`src/rtl/rv32_sliced_alu_fsm_if.sv`:
```
`default_nettype none
// ============================================================================
// Module      : rv32_sliced_alu_fsm_if
// Description : Start/operand/result handshake bundle between the execute
//               controller (master) and the sliced multicycle ALU (slave).
// Revision    : 1.0 - initial release
// ============================================================================
interface rv32_sliced_alu_fsm_if #(
  parameter int XLEN = 32
);
  logic            i_start;
  logic [2:0]      i_alu_sel;
  logic [XLEN-1:0] i_operand_one;
  logic [XLEN-1:0] i_operand_two;
  logic            i_result_ack;
  logic            o_busy;
  logic            o_data_valid;
  logic [XLEN-1:0] o_result;
  logic            o_carry_out;

  modport master (
    output i_start, i_alu_sel, i_operand_one, i_operand_two, i_result_ack,
    input  o_busy, o_data_valid, o_result, o_carry_out
  );

  modport slave (
    input  i_start, i_alu_sel, i_operand_one, i_operand_two, i_result_ack,
    output o_busy, o_data_valid, o_result, o_carry_out
  );
endinterface
`default_nettype wire

```
`src/rtl/rv32_sliced_alu_fsm.sv`:
```
`default_nettype none
// ============================================================================
// Module      : rv32_sliced_alu_fsm
// Description : Multicycle RV32 ALU that evaluates one XLEN-bit operation as
//               NUM_SLICES passes through a SLICE_W-bit datapath with ripple
//               carry between passes; result held until acknowledged.
// Revision    : 1.0 - initial release
// ============================================================================
module rv32_sliced_alu_fsm #(
  parameter int XLEN    = 32,
  parameter int SLICE_W = 8
) (
  input logic                   i_clk,
  input logic                   i_rst,
  rv32_sliced_alu_fsm_if.slave  bus
);
  localparam int NUM_SLICES = XLEN / SLICE_W;
  localparam int IDX_W      = (NUM_SLICES > 1) ? $clog2(NUM_SLICES) : 1;
  localparam logic [IDX_W-1:0] LAST_IDX = IDX_W'(NUM_SLICES - 1);

  localparam logic [2:0] SEL_ADD  = 3'b000;
  localparam logic [2:0] SEL_SUB  = 3'b001;
  localparam logic [2:0] SEL_AND  = 3'b010;
  localparam logic [2:0] SEL_OR   = 3'b011;
  localparam logic [2:0] SEL_XOR  = 3'b100;
  localparam logic [2:0] SEL_SLT  = 3'b101;
  localparam logic [2:0] SEL_SLTU = 3'b110;
  localparam logic [2:0] SEL_RSV  = 3'b111;

  localparam logic [1:0] IDLE = 2'd0;
  localparam logic [1:0] RUN  = 2'd1;
  localparam logic [1:0] HOLD = 2'd2;

  // A partial slice would silently drop the top bits, so refuse to build.
  if ((XLEN % SLICE_W) != 0) begin : g_slice_check
    $error("SLICE_W must divide XLEN exactly");
  end

  logic [1:0]         state;
  logic [1:0]         next_state;
  logic [XLEN-1:0]    op_a;
  logic [XLEN-1:0]    op_b;
  logic [2:0]         sel_q;
  logic [IDX_W-1:0]   slice_idx;
  logic               carry_q;
  logic [XLEN-1:0]    result_q;
  logic               carry_out_q;
  logic               busy;
  logic               data_valid;

  logic               accept;
  logic               last_slice;
  logic               sub_in;
  logic               sub_q;
  int                 slice_base;
  logic [SLICE_W-1:0] a_slice;
  logic [SLICE_W-1:0] b_slice;
  logic [SLICE_W-1:0] b_eff;
  logic [SLICE_W:0]   slice_sum;
  logic [SLICE_W-1:0] slice_res;
  logic [XLEN-1:0]    merged;
  logic [XLEN-1:0]    final_result;
  logic               final_carry;

  // A start is taken from IDLE, or from HOLD in the same cycle as the ack.
  assign accept = bus.i_start && ((state == IDLE) || ((state == HOLD) && bus.i_result_ack));
  assign last_slice = (slice_idx == LAST_IDX);
  // Subtract-style operations run as A + ~B + 1 with the +1 seeded into carry_q.
  assign sub_in = (bus.i_alu_sel == SEL_SUB) || (bus.i_alu_sel == SEL_SLT) || (bus.i_alu_sel == SEL_SLTU);
  assign sub_q  = (sel_q == SEL_SUB) || (sel_q == SEL_SLT) || (sel_q == SEL_SLTU);
  assign slice_base = int'(slice_idx) * SLICE_W;

  // State register.
  always_ff @(posedge i_clk) begin
    if (i_rst) state <= IDLE;
    else       state <= next_state;
  end

  // Next-state logic.
  always_comb begin
    next_state = state;
    case (state)
      IDLE:    if (bus.i_start) next_state = RUN;
      RUN:     if (last_slice) next_state = HOLD;
      HOLD:    if (bus.i_result_ack) next_state = bus.i_start ? RUN : IDLE;
      default: next_state = IDLE;
    endcase
  end

  // Status outputs decoded from the registered state.
  always_comb begin
    busy       = 1'b0;
    data_valid = 1'b0;
    case (state)
      RUN:     busy = 1'b1;
      HOLD:    begin busy = 1'b1; data_valid = 1'b1; end
      default: ;
    endcase
  end

  // One slice of the narrow datapath plus the final-result fix-ups.
  always_comb begin
    a_slice   = op_a[slice_base +: SLICE_W];
    b_slice   = op_b[slice_base +: SLICE_W];
    b_eff     = sub_q ? ~b_slice : b_slice;
    slice_sum = {1'b0, a_slice} + {1'b0, b_eff} + {{SLICE_W{1'b0}}, carry_q};
    case (sel_q)
      SEL_AND: slice_res = a_slice & b_slice;
      SEL_OR:  slice_res = a_slice | b_slice;
      SEL_XOR: slice_res = a_slice ^ b_slice;
      SEL_RSV: slice_res = '0;
      default: slice_res = slice_sum[SLICE_W-1:0];
    endcase
    merged = result_q;
    merged[slice_base +: SLICE_W] = slice_res;
    final_result = merged;
    final_carry  = 1'b0;
    case (sel_q)
      SEL_ADD, SEL_SUB: final_carry = slice_sum[SLICE_W];
      // On the last slice the sum MSB is the sign of A-B; differing signs
      // override it so overflow cannot flip the comparison.
      SEL_SLT: final_result = {{(XLEN-1){1'b0}},
                               (op_a[XLEN-1] ^ op_b[XLEN-1]) ? op_a[XLEN-1] : slice_sum[SLICE_W-1]};
      SEL_SLTU: final_result = {{(XLEN-1){1'b0}}, ~slice_sum[SLICE_W]};
      SEL_RSV:  final_result = '0;
      default:  ;
    endcase
  end

  // Operand capture on accept, then one slice per RUN cycle.
  always_ff @(posedge i_clk) begin
    if (i_rst) begin
      op_a        <= '0;
      op_b        <= '0;
      sel_q       <= '0;
      slice_idx   <= '0;
      carry_q     <= 1'b0;
      result_q    <= '0;
      carry_out_q <= 1'b0;
    end else if (accept) begin
      op_a      <= bus.i_operand_one;
      op_b      <= bus.i_operand_two;
      sel_q     <= bus.i_alu_sel;
      slice_idx <= '0;
      carry_q   <= sub_in;
    end else if (state == RUN) begin
      slice_idx <= slice_idx + IDX_W'(1);
      carry_q   <= slice_sum[SLICE_W];
      if (last_slice) begin
        result_q    <= final_result;
        carry_out_q <= final_carry;
      end else begin
        result_q    <= merged;
      end
    end
  end

  assign bus.o_busy       = busy;
  assign bus.o_data_valid = data_valid;
  assign bus.o_result     = result_q;
  assign bus.o_carry_out  = carry_out_q;
endmodule
`default_nettype wire

```
`src/flat_wrapper.sv`:
```
// flat-port wrapper written by rule: the top's interface ports become plain ports
module rv32_sliced_alu_fsm_flat 
#(
  parameter int XLEN    = 32,
  parameter int SLICE_W = 8
)
  (i_clk, i_rst, bus_i_start, bus_i_alu_sel, bus_i_operand_one, bus_i_operand_two, bus_i_result_ack, bus_o_busy, bus_o_data_valid, bus_o_result, bus_o_carry_out);
  rv32_sliced_alu_fsm_if #(.XLEN(XLEN)) bus_i ();
  input logic i_clk;
  input logic i_rst;
  input wire logic [$bits(bus_i.i_start)-1:0] bus_i_start;
  input wire logic [$bits(bus_i.i_alu_sel)-1:0] bus_i_alu_sel;
  input wire logic [$bits(bus_i.i_operand_one)-1:0] bus_i_operand_one;
  input wire logic [$bits(bus_i.i_operand_two)-1:0] bus_i_operand_two;
  input wire logic [$bits(bus_i.i_result_ack)-1:0] bus_i_result_ack;
  output wire logic [$bits(bus_i.o_busy)-1:0] bus_o_busy;
  output wire logic [$bits(bus_i.o_data_valid)-1:0] bus_o_data_valid;
  output wire logic [$bits(bus_i.o_result)-1:0] bus_o_result;
  output wire logic [$bits(bus_i.o_carry_out)-1:0] bus_o_carry_out;
  assign bus_i.i_start = bus_i_start;
  assign bus_i.i_alu_sel = bus_i_alu_sel;
  assign bus_i.i_operand_one = bus_i_operand_one;
  assign bus_i.i_operand_two = bus_i_operand_two;
  assign bus_i.i_result_ack = bus_i_result_ack;
  assign bus_o_busy = bus_i.o_busy;
  assign bus_o_data_valid = bus_i.o_data_valid;
  assign bus_o_result = bus_i.o_result;
  assign bus_o_carry_out = bus_i.o_carry_out;
  rv32_sliced_alu_fsm #(.XLEN(XLEN), .SLICE_W(SLICE_W)) u_core (.i_clk(i_clk), .i_rst(i_rst), .bus(bus_i));
endmodule
```
`config.mk`:
```
export PLATFORM = sky130hd
export DESIGN_NAME = rv32_sliced_alu_fsm_flat
export DESIGN_NICKNAME = d
export VERILOG_FILES = /design/src/rtl/rv32_sliced_alu_fsm_if.sv /design/src/rtl/rv32_sliced_alu_fsm.sv /design/src/flat_wrapper.sv
export SDC_FILE = /design/constraint.sdc
export NUM_CORES = 1
export LEC_CHECK = 0
export ABC_AREA = 1
export CORE_UTILIZATION = 46
export CTS_CLUSTER_SIZE = 30
export DETAILED_ROUTE_END_ITERATION = 8
export PLACE_DENSITY_LB_ADDON = 0.05
export SYNTH_ARGS = -nofsm -noshare
export SYNTH_HDL_FRONTEND = slang
export SYNTH_SLANG_ARGS = --single-unit
```
`constraint.sdc`:
```
create_clock -name i_clk -period 3.7 [get_ports i_clk]
set_input_delay 1.11 -clock i_clk [delete_from_list [all_inputs] [get_ports i_clk]]
set_output_delay 1.11 -clock i_clk [all_outputs]
set_load 0.03 [all_outputs]
```
==> results of run 1 <==
worst max-delay path by stage:
stage                                                start                                    to  slack [ns]  cells past startpoint
after global placement                         bus_i_start  u_core.bus.o_result[28]$_SDFFE_PP0P_        0.37                      8
after detailed placement                       bus_i_start  u_core.bus.o_result[28]$_SDFFE_PP0P_        0.30                      8
after CTS                 u_core.slice_idx[0]$_SDFFE_PP0N_  u_core.bus.o_result[28]$_SDFFE_PP0P_        0.50                     18
final                     u_core.slice_idx[0]$_SDFFE_PP0N_  u_core.bus.o_result[28]$_SDFFE_PP0P_        0.50                     18
after global routing      u_core.slice_idx[0]$_SDFFE_PP0N_   u_core.bus.o_carry_out$_SDFFE_PP0P_        0.20                     19
after floorplan           u_core.slice_idx[0]$_SDFFE_PP0N_  u_core.bus.o_result[28]$_SDFFE_PP0P_        0.74                     20
power groups by stage:
stage / sequential, µW / combinational, µW / clock [µW]
after floorplan: 1490 / 1730 / 0
after CTS: 1460 / 2470 / 1010
after global routing: 1480 / 2750 / 1050
after global placement: 1480 / 2390 / 0
final: 1460 / 2460 / 989
after detailed placement: 1480 / 2450 / 0
synth_stat cells (all sizes together):
cell	instances	area share [%]
a211oi	12	1.5
a21oi	110	9.8
a31oi	1	0.11
a32oi	8	1.2
and2	1	0.11
buf	15	1.2
clkbuf	29	1.9
clkinv	3	0.19
dfxtp	105	36
fa	2	0.68
ha	34	7.2
inv	75	4.8
nand2	334	21
nand3	38	3.7
nand3b	2	0.26
nand4	11	1.2
nor2	30	2.3
nor3	4	0.34
o211ai	1	0.13
o21ai	22	1.9
o221ai	1	0.15
o22ai	3	0.32
o2bb2ai	1	0.15
or2	19	2.0
xnor2	2	0.30
xor2	8	1.2
worst register-to-register path: stages, from the launching register on:
cell and delay (ns):
dfxtp_1 0.35, inv_2 0.34, nand2_1 0.10, nand3_1 0.08, nand2_1 0.13, xnor2_1 0.18
fa_1 0.45, fa_1 0.38, inv_1 0.07, nand2_1 0.07, nand2_1 0.12, nand3b_1 0.08
nand3_1 0.08, nand2_1 0.10, nor2_2 0.14, nand2_1 0.09, o21ai_1 0.12, nand2_1 0.08
a21oi_2 0.17
through the flow:
step | power [µW] | std cells | setup WS [ns]
final | 4910 | 1128 | 0.504
after floorplan | 3220 | 871 | 0.739
after global placement | 3870 | 1112 | 0.370
after CTS | 4930 | 1128 | 0.502
after detailed placement | 3930 | 1112 | 0.297
after global routing | 5290 | 1128 | 0.201
layout make-up:
type	count	area share [%]
Multi-Input combinational cell	644	44.8
Sequential cell	105	28.5
Timing Repair Buffer	117	15.8
Inverter	78	3.97
Clock buffer	10	3.24
Tap cell	168	2.85
Clock inverter	6	0.882
registers in the layout, summed over array words and instances, names as in the netlist:
name	count
u_core.slice_idx	2
u_core.carry_q	1
u_core.bus.o_carry_out	1
u_core.state	2
u_core.bus.o_result	32
u_core.op_b	32
u_core.op_a	32
u_core.sel_q	3
kinds of logic (layout without fill, tap and decap cells):
logic type / after synthesis / in the layout / synth area share, %
flip-flops: 105 / 105 / 35.8
adder cells (fa/ha/maj): 36 / 36 / 7.93
XOR/XNOR: 10 / 10 / 1.49
buffers and inverters: 122 / 211 / 8.06
AO/OA/AOI/OAI: 159 / 159 / 15.3
AND/OR/NAND/NOR: 439 / 439 / 31.4
per-layer routing:
metal	GRT usage [%]	vias up
li1	-	2960
met1	29.9	2638
met2	41.7	160
met3	3.95	30
met4	11.5	0
met5	0	-
==> flow_summary_export.csv, run 1 <==
group,metric,value,unit
die,die_height,115,µm
synthesis,yosys_warnings,0,
clocking,clk_pin_slew_worst_paths,0.07,ns
hold_path,holdCritPathClass,"register to register",
worst_setup_path,r2r_setup_slack,0.50,ns
clocking,cts_made_buffers,9,
sta,rsz0062_at_grt,"no",
power,p_leak,0.00303,µW
worst_setup_path,critPathLaunchType,"register",
worst_setup_path,r2r_start,"u_core.slice_idx[0]$_SDFFE_PP0N_",
synthesis,syn_inst,871,
die,die_area,13200,µm²
power,sequentialPowerShare,29.7,%
sta,setup_tns,0,ns
placed_design,dp_hpwl,11000,µm
grt,antenna_found_initial,0,
power,power.switching,2160,µW
worst_setup_path,path_buf_inv,2,
clocking,htree_levels,3,
clocking,cts_setup_buffers,0,
worst_setup_path,critPathKind,"register to register",
final_layout,final_common_cell,"nand2_1",
route,met2_length,7210,µm
placed_design,portBuffers,105,
grt,grt_pass1_wl,25300,µm
clocking,cts_tree,"done",
worst_setup_path,critPathRequiredTime,3.99,ns
final_layout,nNetsFinal,1062,
final_layout,final_core_util,60.4,%
power,pwr-share-clk,20.1,%
route,top_layer,"met4",
route,num_vias,5788,
synthesis,syn_area,5870,µm²
sta,hold_slack,0.459,ns
clocking,cts.path.max_buffers,2,
sta,setup_violations,0,
worst_setup_path,cp_top_family,"simple AND/OR/NAND/NOR gates",
grt,grtUsageTotal,24.4,%
worst_setup_path,max_stage_delay,0.45,ns
hold_path,holdPathEnd,"u_core.op_a[28]$_SDFFE_PP0P_",
die,start_util,48.1,%
final_layout,fillers,1217,
grt,grt_pass1_vias,5402,
synthesis,ys_seq_elements,105,
final_layout,area_delta_synth_final,25.7,%
route,wire_per_inst,13.6,µm
grt,overflow,0,
die,core_area,12200,µm²
worst_setup_path,worstSetupEndpointType,"register",
synthesis,ys_types,38,
power,worst_ir_drop_vdd,0.342,mV
route,routed_wl,15400,µm
sta,timing.slew.headroom,18.5,%
route,drc_errors,0,
worst_setup_path,cp_common_cell,"nand2_1",
run,cap_violations,0,
route,drt_first_pass_iters,4,
worst_setup_path,crit_fanout,27,
clocking,numClockSinks,105,
final_layout,diodes,0,
power,p_per_area,666,nW/µm²
power,power_frac_comb,50.2,%
route,postRouteAntennaNets,0,
route,drt_iter0_drc,369,
final_layout,drive_gt1_share,7.71,%
grt,grt_max_degree,76,
sta,worst_slew_pin_slew,1.22,ns
final_layout,multi_input_comb_area,3300,µm²
clocking,root_buffer,"clkbuf_16",
route,viasPerCell,5.13,
worst_setup_path,worstReg2RegEnd,"u_core.bus.o_result[28]$_SDFFE_PP0P_",
sta,skew,0.00603,ns
synthesis,synth.avg_cell_area,6.74,µm²
power,sw_frac_of_total,44.0,%
hold_path,hold_depth,2,
clocking,cts_resized,0,
die,dieWidth,115,µm
sta,finalHoldViolCount,0,
clocking,worstSkewPairLatency,0.35,ns
final_layout,fin_area,7370,µm²
worst_setup_path,cp_slowest_cell,"fa_1",
sta,fmax,0.313,GHz
final_layout,final_cell_mix,"331 x nand2_1, 105 x dfxtp_1, 104 x a21oi_1, 104 x clkdlybuf4s50_1, 68 x inv_1",
die,io-pin-count,106,
worst_setup_path,crit_arrival,3.49,ns
worst_setup_path,crit_chain,"inv_2 -> nand2_1 -> nand3_1 -> nand2_1 -> xnor2_1 -> fa_1 -> fa_1 -> inv_1 -> nand2_1 -> nand2_1 -> nand3b_1 -> nand3_1 -> nand2_1 -> nor2_2 -> nand2_1 -> o21ai_1 -> nand2_1 -> a21oi_2",
clocking,holdBufCountCts,0,
sta,period_share,86.4,%
route,wl_met1,7030,µm
route,dr_wl_met3,654,µm
sta,finalMaxSlewViolations,0,
placed_design,gp_congestion,0.906,
die,rows,40,
synthesis,yosysSeqAreaShare,35.8,%
worst_setup_path,rr_worst_depth,18,
synthesis,synth_nets,978,
hold_path,holdCritStartpoint,"u_core.op_a[28]$_SDFFE_PP0P_",
sta,period_needed,3.20,ns
power,power.internal,2750,µW
final_layout,regArea,2100,µm²
run_status,status,"finished clean",
placed_design,dpl_cell_area,7070,µm²
No activity file was read; power rests on OpenSTA's default activity.
==> run 2, diff against run 1 <==
- CORE_UTILIZATION: 46 -> 50
==> flow_summary_export.csv, run 2 (same netlist as run 1, synthesis figures left out) <==
group,metric,value,unit
sta,period_share,84.6,%
clocking,cts.path.max_buffers,2,
clocking,numClockSinks,105,
route,num_vias,5790,
die,dieWidth,110,µm
sta,skew,0.00634,ns
hold_path,holdCritPathClass,"register to register",
final_layout,area_delta_synth_final,24.5,%
clocking,worstSkewPairLatency,0.35,ns
route,wire_per_inst,14.3,µm
power,p_leak,0.00302,µW
die,die_area,12200,µm²
sta,setup_tns,0,ns
power,power.internal,2660,µW
clocking,cts_setup_buffers,0,
grt,grt_pass1_wl,25200,µm
grt,grt_pass1_vias,5182,
placed_design,portBuffers,105,
sta,fmax,0.319,GHz
final_layout,drive_gt1_share,7.60,%
final_layout,final_common_cell,"nand2_1",
power,sw_frac_of_total,45.2,%
final_layout,final_core_util,64.0,%
power,power,4860,µW
placed_design,place_worst_setup_slack,0.601,ns
sta,period_needed,3.13,ns
die,rows,39,
grt,grt_max_degree,78,
power,power.switching,2200,µW
clocking,holdBufCountCts,0,
worst_setup_path,cp_common_cell,"nand2_1",
power,power_frac_comb,50.9,%
worst_setup_path,worstSetupEndpointType,"register",
run,cap_violations,0,
worst_setup_path,crit_arrival,3.42,ns
route,viasPerCell,5.25,
placed_design,dpl_cell_area,7030,µm²
power,pwr-share-clk,19.0,%
clocking,clk_pin_slew_worst_paths,0.07,ns
final_layout,nNetsFinal,1062,
route,drt_iter0_drc,410,
clocking,root_buffer,"clkbuf_16",
clocking,htree_levels,3,
power,worst_ir_drop_vdd,0.620,mV
power,sequentialPowerShare,30.1,%
die,start_util,51.4,%
die,die_height,110,µm
die,core_area,11400,µm²
sta,timing.slew.headroom,49.3,%
worst_setup_path,max_stage_delay,0.52,ns
grt,overflow,0,
clocking,cts_tree,"done",
sta,setup_violations,0,
grt,antenna_found_initial,0,
worst_setup_path,crit_chain,"clkinv_1 -> buf_4 -> a21oi_1 -> a32oi_1 -> fa_1 -> fa_1 -> inv_1 -> nand2_1 -> nand2_1 -> nand3_1 -> nand2_1 -> nand2_1 -> nand2_1 -> a21oi_1 -> nor3_1 -> nand3_1 -> a21oi_1",
placed_design,gp_congestion,0.922,
route,routed_wl,15800,µm
final_layout,final_cell_mix,"331 x nand2_1, 105 x dfxtp_1, 104 x a21oi_1, 104 x clkdlybuf4s50_1, 68 x inv_1",
sta,finalHoldViolCount,0,
worst_setup_path,critPathRequiredTime,3.99,ns
placed_design,dp_hpwl,11600,µm
worst_setup_path,cp_slowest_cell,"dfxtp_1",
die,io-pin-count,106,
clocking,cts_made_buffers,9,
power,p_per_area,665,nW/µm²
sta,finalMaxSlewViolations,0,
route,postRouteAntennaNets,0,
route,drt_first_pass_iters,7,
sta,setup_slack,0.570,ns
worst_setup_path,critPathKind,"register to register",
sta,rsz0062_at_grt,"no",
route,drc_errors,0,
clocking,cts_resized,0,
grt,grtUsageTotal,26.9,%
sta,worst_slew_pin_slew,0.760,ns
final_layout,fin_area,7310,µm²
final_layout,diodes,0,
worst_setup_path,crit_fanout,10,
worst_setup_path,critPathLaunchType,"register",
run_status,status,"finished clean",
run 2: cell types whose count changed in the layout (fill, tap and decap cells not counted):
cell       previous run  this run
buf_12                2         1
buf_4                11        12
bufinv_16             1         0
clkbuf_1              0         1
clkbuf_8              1         0
clkinv_2              2         0
clkinv_4              1         0
inv_6                 1         4
inv_8                 0         1
run 2: routing by layer:
metal  vias up  routed length (µm)  global-route usage, %  share of wire [%]
met1      2661                7350                   35.5                 47
met5         -                   0                      0                  0
met2       161                7420                   45.1                 47
li1       2960                   -                      -                  -
met4         0                 159                   5.45                1.0
met3         8                 828                   5.76                5.3
run 2: final cells by class:
| cell class | count | area [µm²] |
|---|---|---|
| Timing Repair Buffer | 117 | 1150 |
| Fill cell | 1069 | 4110 |
| Inverter | 78 | 293 |
| Tap cell | 143 | 179 |
| Sequential cell | 105 | 2100 |
| Clock inverter | 6 | 53.8 |
| Multi-Input combinational cell | 644 | 3300 |
| Clock buffer | 10 | 229 |
run 2: through the flow:
step	cells	hold WS (ns)
2_1_floorplan	871	0.436
3_3_place_gp	1087	0.449
3_5_place_dp	1087	0.453
4_1_cts	1103	0.464
5_1_grt	1103	0.481
6_report	1103	0.461
run 2: final timing paths:
check	from	to	slack [ns]	depth (start not counted)
min	u_core.op_a[11]$_SDFFE_PP0P_	u_core.op_a[11]$_SDFFE_PP0P_	0.46	2
max	u_core.slice_idx[1]$_SDFFE_PP0N_	u_core.bus.o_carry_out$_SDFFE_PP0P_	0.57	17
min reg2reg	u_core.op_a[11]$_SDFFE_PP0P_	u_core.op_a[11]$_SDFFE_PP0P_	0.46	2
max reg2reg	u_core.slice_idx[1]$_SDFFE_PP0N_	u_core.bus.o_carry_out$_SDFFE_PP0P_	0.57	17
run 2: power groups by stage:
stage	clock [µW]	sequential, µW	combinational [µW]
4_1_cts	944	1460	2460
3_5_place_dp	0	1480	2450
3_3_place_gp	0	1480	2420
2_1_floorplan	0	1490	1730
5_1_grt	990	1490	2750
6_report	924	1460	2470
run 2: worst max-delay path: cells and delay by family (launching register included):
family / cells / cell delay, ns
adder cells (fa/ha/maj): 2 / 0.82
AND/OR/NAND/NOR: 8 / 0.75
flip-flops: 1 / 0.52
buffers and inverters: 3 / 0.49
AO/OA/AOI/OAI: 4 / 0.47
==> run 3, diff against run 2 <==
- CORE_UTILIZATION: 50 -> 48
- clock period: 3.7 -> 2.5 ns (I/O delays scaled with it)
==> flow_summary_export.csv, run 3 (same netlist as run 1, synthesis figures left out) <==
group,metric,value,unit
hold_path,holdCritPathClass,"register to register",
final_layout,fillers,1033,
final_layout,area_delta_synth_final,42.3,%
route,viasPerCell,5.19,
final_layout,nNetsFinal,1120,
clocking,holdBufCountCts,0,
final_layout,multi_input_comb_area,3780,µm²
route,wire_per_inst,14.1,µm
sta,hold_slack,0.467,ns
grt,overflow,0,
sta,rsz0062_at_grt,"yes",
run,cap_violations,0,
placed_design,portBuffers,105,
route,drt_iter0_drc,372,
worst_setup_path,critPathRequiredTime,2.80,ns
final_layout,final_common_cell,"nand2_1",
sta,setup_tns,-1.67,ns
power,p_leak,0.00344,µW
power,p_per_area,1040,nW/µm²
route,drc_errors,0,
die,start_util,49.1,%
final_layout,diodes,0,
sta,fmax,0.371,GHz
placed_design,dp_hpwl,11800,µm
die,rows,40,
power,power,8710,µW
die,die_area,12700,µm²
final_layout,regArea,2110,µm²
route,drt_first_pass_iters,5,
sta,finalMaxSlewViolations,0,
final_layout,drive_gt1_share,21.4,%
die,core_area,12000,µm²
final_layout,final_cell_mix,"306 x nand2_1, 102 x clkdlybuf4s50_1, 101 x dfxtp_1",
sta,timing.slew.headroom,69.7,%
worst_setup_path,crit_arrival,2.99,ns
route,routed_wl,16500,µm
sta,period_needed,2.69,ns
placed_design,gp_congestion,0.911,
clocking,clk_pin_slew_worst_paths,0.08,ns
worst_setup_path,critPathLaunchType,"register",
clocking,htree_levels,3,
clocking,numClockSinks,105,
final_layout,final_core_util,69.8,%
sta,worst_slew_pin_slew,0.453,ns
clocking,cts_made_buffers,9,
run_status,status,"finished, violations left",
worst_setup_path,worstSetupEndpointType,"register",
die,io-pin-count,106,
clocking,worstSkewPairLatency,0.36,ns
clocking,cts_tree,"done",
sta,setup_slack,-0.194,ns
grt,grtUsageTotal,26.9,%
grt,grt_pass1_vias,5798,
worst_setup_path,critPathKind,"register to register",
route,postRouteAntennaNets,0,
clocking,cts.path.max_buffers,2,
sta,period_share,108,%
die,die_height,113,µm
worst_setup_path,crit_fanout,6,
die,dieWidth,113,µm
sta,skew,0.00803,ns
grt,antenna_found_initial,0,
power,worst_ir_drop_vdd,0.557,mV
run_status,failed_checks,"setup timing",
sta,finalHoldViolCount,0,
grt,grt_pass1_wl,27300,µm
clocking,root_buffer,"clkbuf_16",
grt,grt_max_degree,71,
route,num_vias,6049,
sta,setup_violations,19,
run 3: cell count changes in the layout (fill, tap and decap cells not counted), moves of 11 or more:
cell	previous run	this run
buf_4	12	59
nand2_1	331	306
nand2_2	3	23
a21oi_1	104	92
nand3_1	34	22
a21oi_2	6	17
nand3_2	3	14
run 3: area by class of cell:
class	count	share of cell area, %
multi-input cells	644	45.3
flip-flops and latches	105	25.3
repair buffers	175	20.0
inverters	78	3.69
clock buffers	9	2.70
well taps	147	2.20
clock inverters	7	0.839
run 3: timing repair:
action                     CTS  global route
gates resized for setup     57            57
setup endpoints to repair   34            35
setup buffers                9             4
pin swaps                   13            21
run 3: metrics by stage:
stage / instances / setup WS (ns) / cell area [µm²]
3_3_place_gp: 1136 / -0.302 / 7480
4_1_cts: 1161 / -0.162 / 8080
2_1_floorplan: 871 / -0.147 / 5950
5_1_grt: 1165 / -0.311 / 8350
6_report: 1165 / -0.194 / 8350
3_5_place_dp: 1136 / -0.286 / 7480
run 3: path summary, 6_finish.rpt:
check | from | endpoint | slack [ns] | cells past startpoint
setup reg to reg | u_core.slice_idx[0]$_SDFFE_PP0N_ | u_core.bus.o_result[25]$_SDFFE_PP0P_ | -0.19 | 13
hold reg to reg | u_core.op_b[11]$_SDFFE_PP0P_ | u_core.op_b[11]$_SDFFE_PP0P_ | 0.47 | 2
hold / removal | u_core.op_b[11]$_SDFFE_PP0P_ | u_core.op_b[11]$_SDFFE_PP0P_ | 0.47 | 2
setup / recovery | u_core.slice_idx[0]$_SDFFE_PP0N_ | u_core.bus.o_result[25]$_SDFFE_PP0P_ | -0.19 | 13
run 3: critical path, cell delays in order (launching register included):
cell and delay [ns]:
dfxtp_4 0.39, buf_12 0.14, or2_4 0.26, a32oi_4 0.23, fa_2 0.27, fa_2 0.43, or2_1 0.23, nand3_2 0.12
nand2_2 0.09, nor2_4 0.16, nand2_1 0.07, nand2_1 0.07, nand2_1 0.06, a21oi_2 0.11
run 3: power by group:
part | internal, µW | leakage, µW | switching (µW)
sequential | 1980 | 0.000860 | 201
combinational | 2210 | 0.00243 | 2910
clock | 708 | 0.000147 | 706
run 3: per-layer routing:
metal | track usage [%] | wire [µm]
met1 | 34.3 | 7390
met4 | 7.73 | 295
met3 | 5.35 | 650
met2 | 46.1 | 8120
met5 | 0 | 0
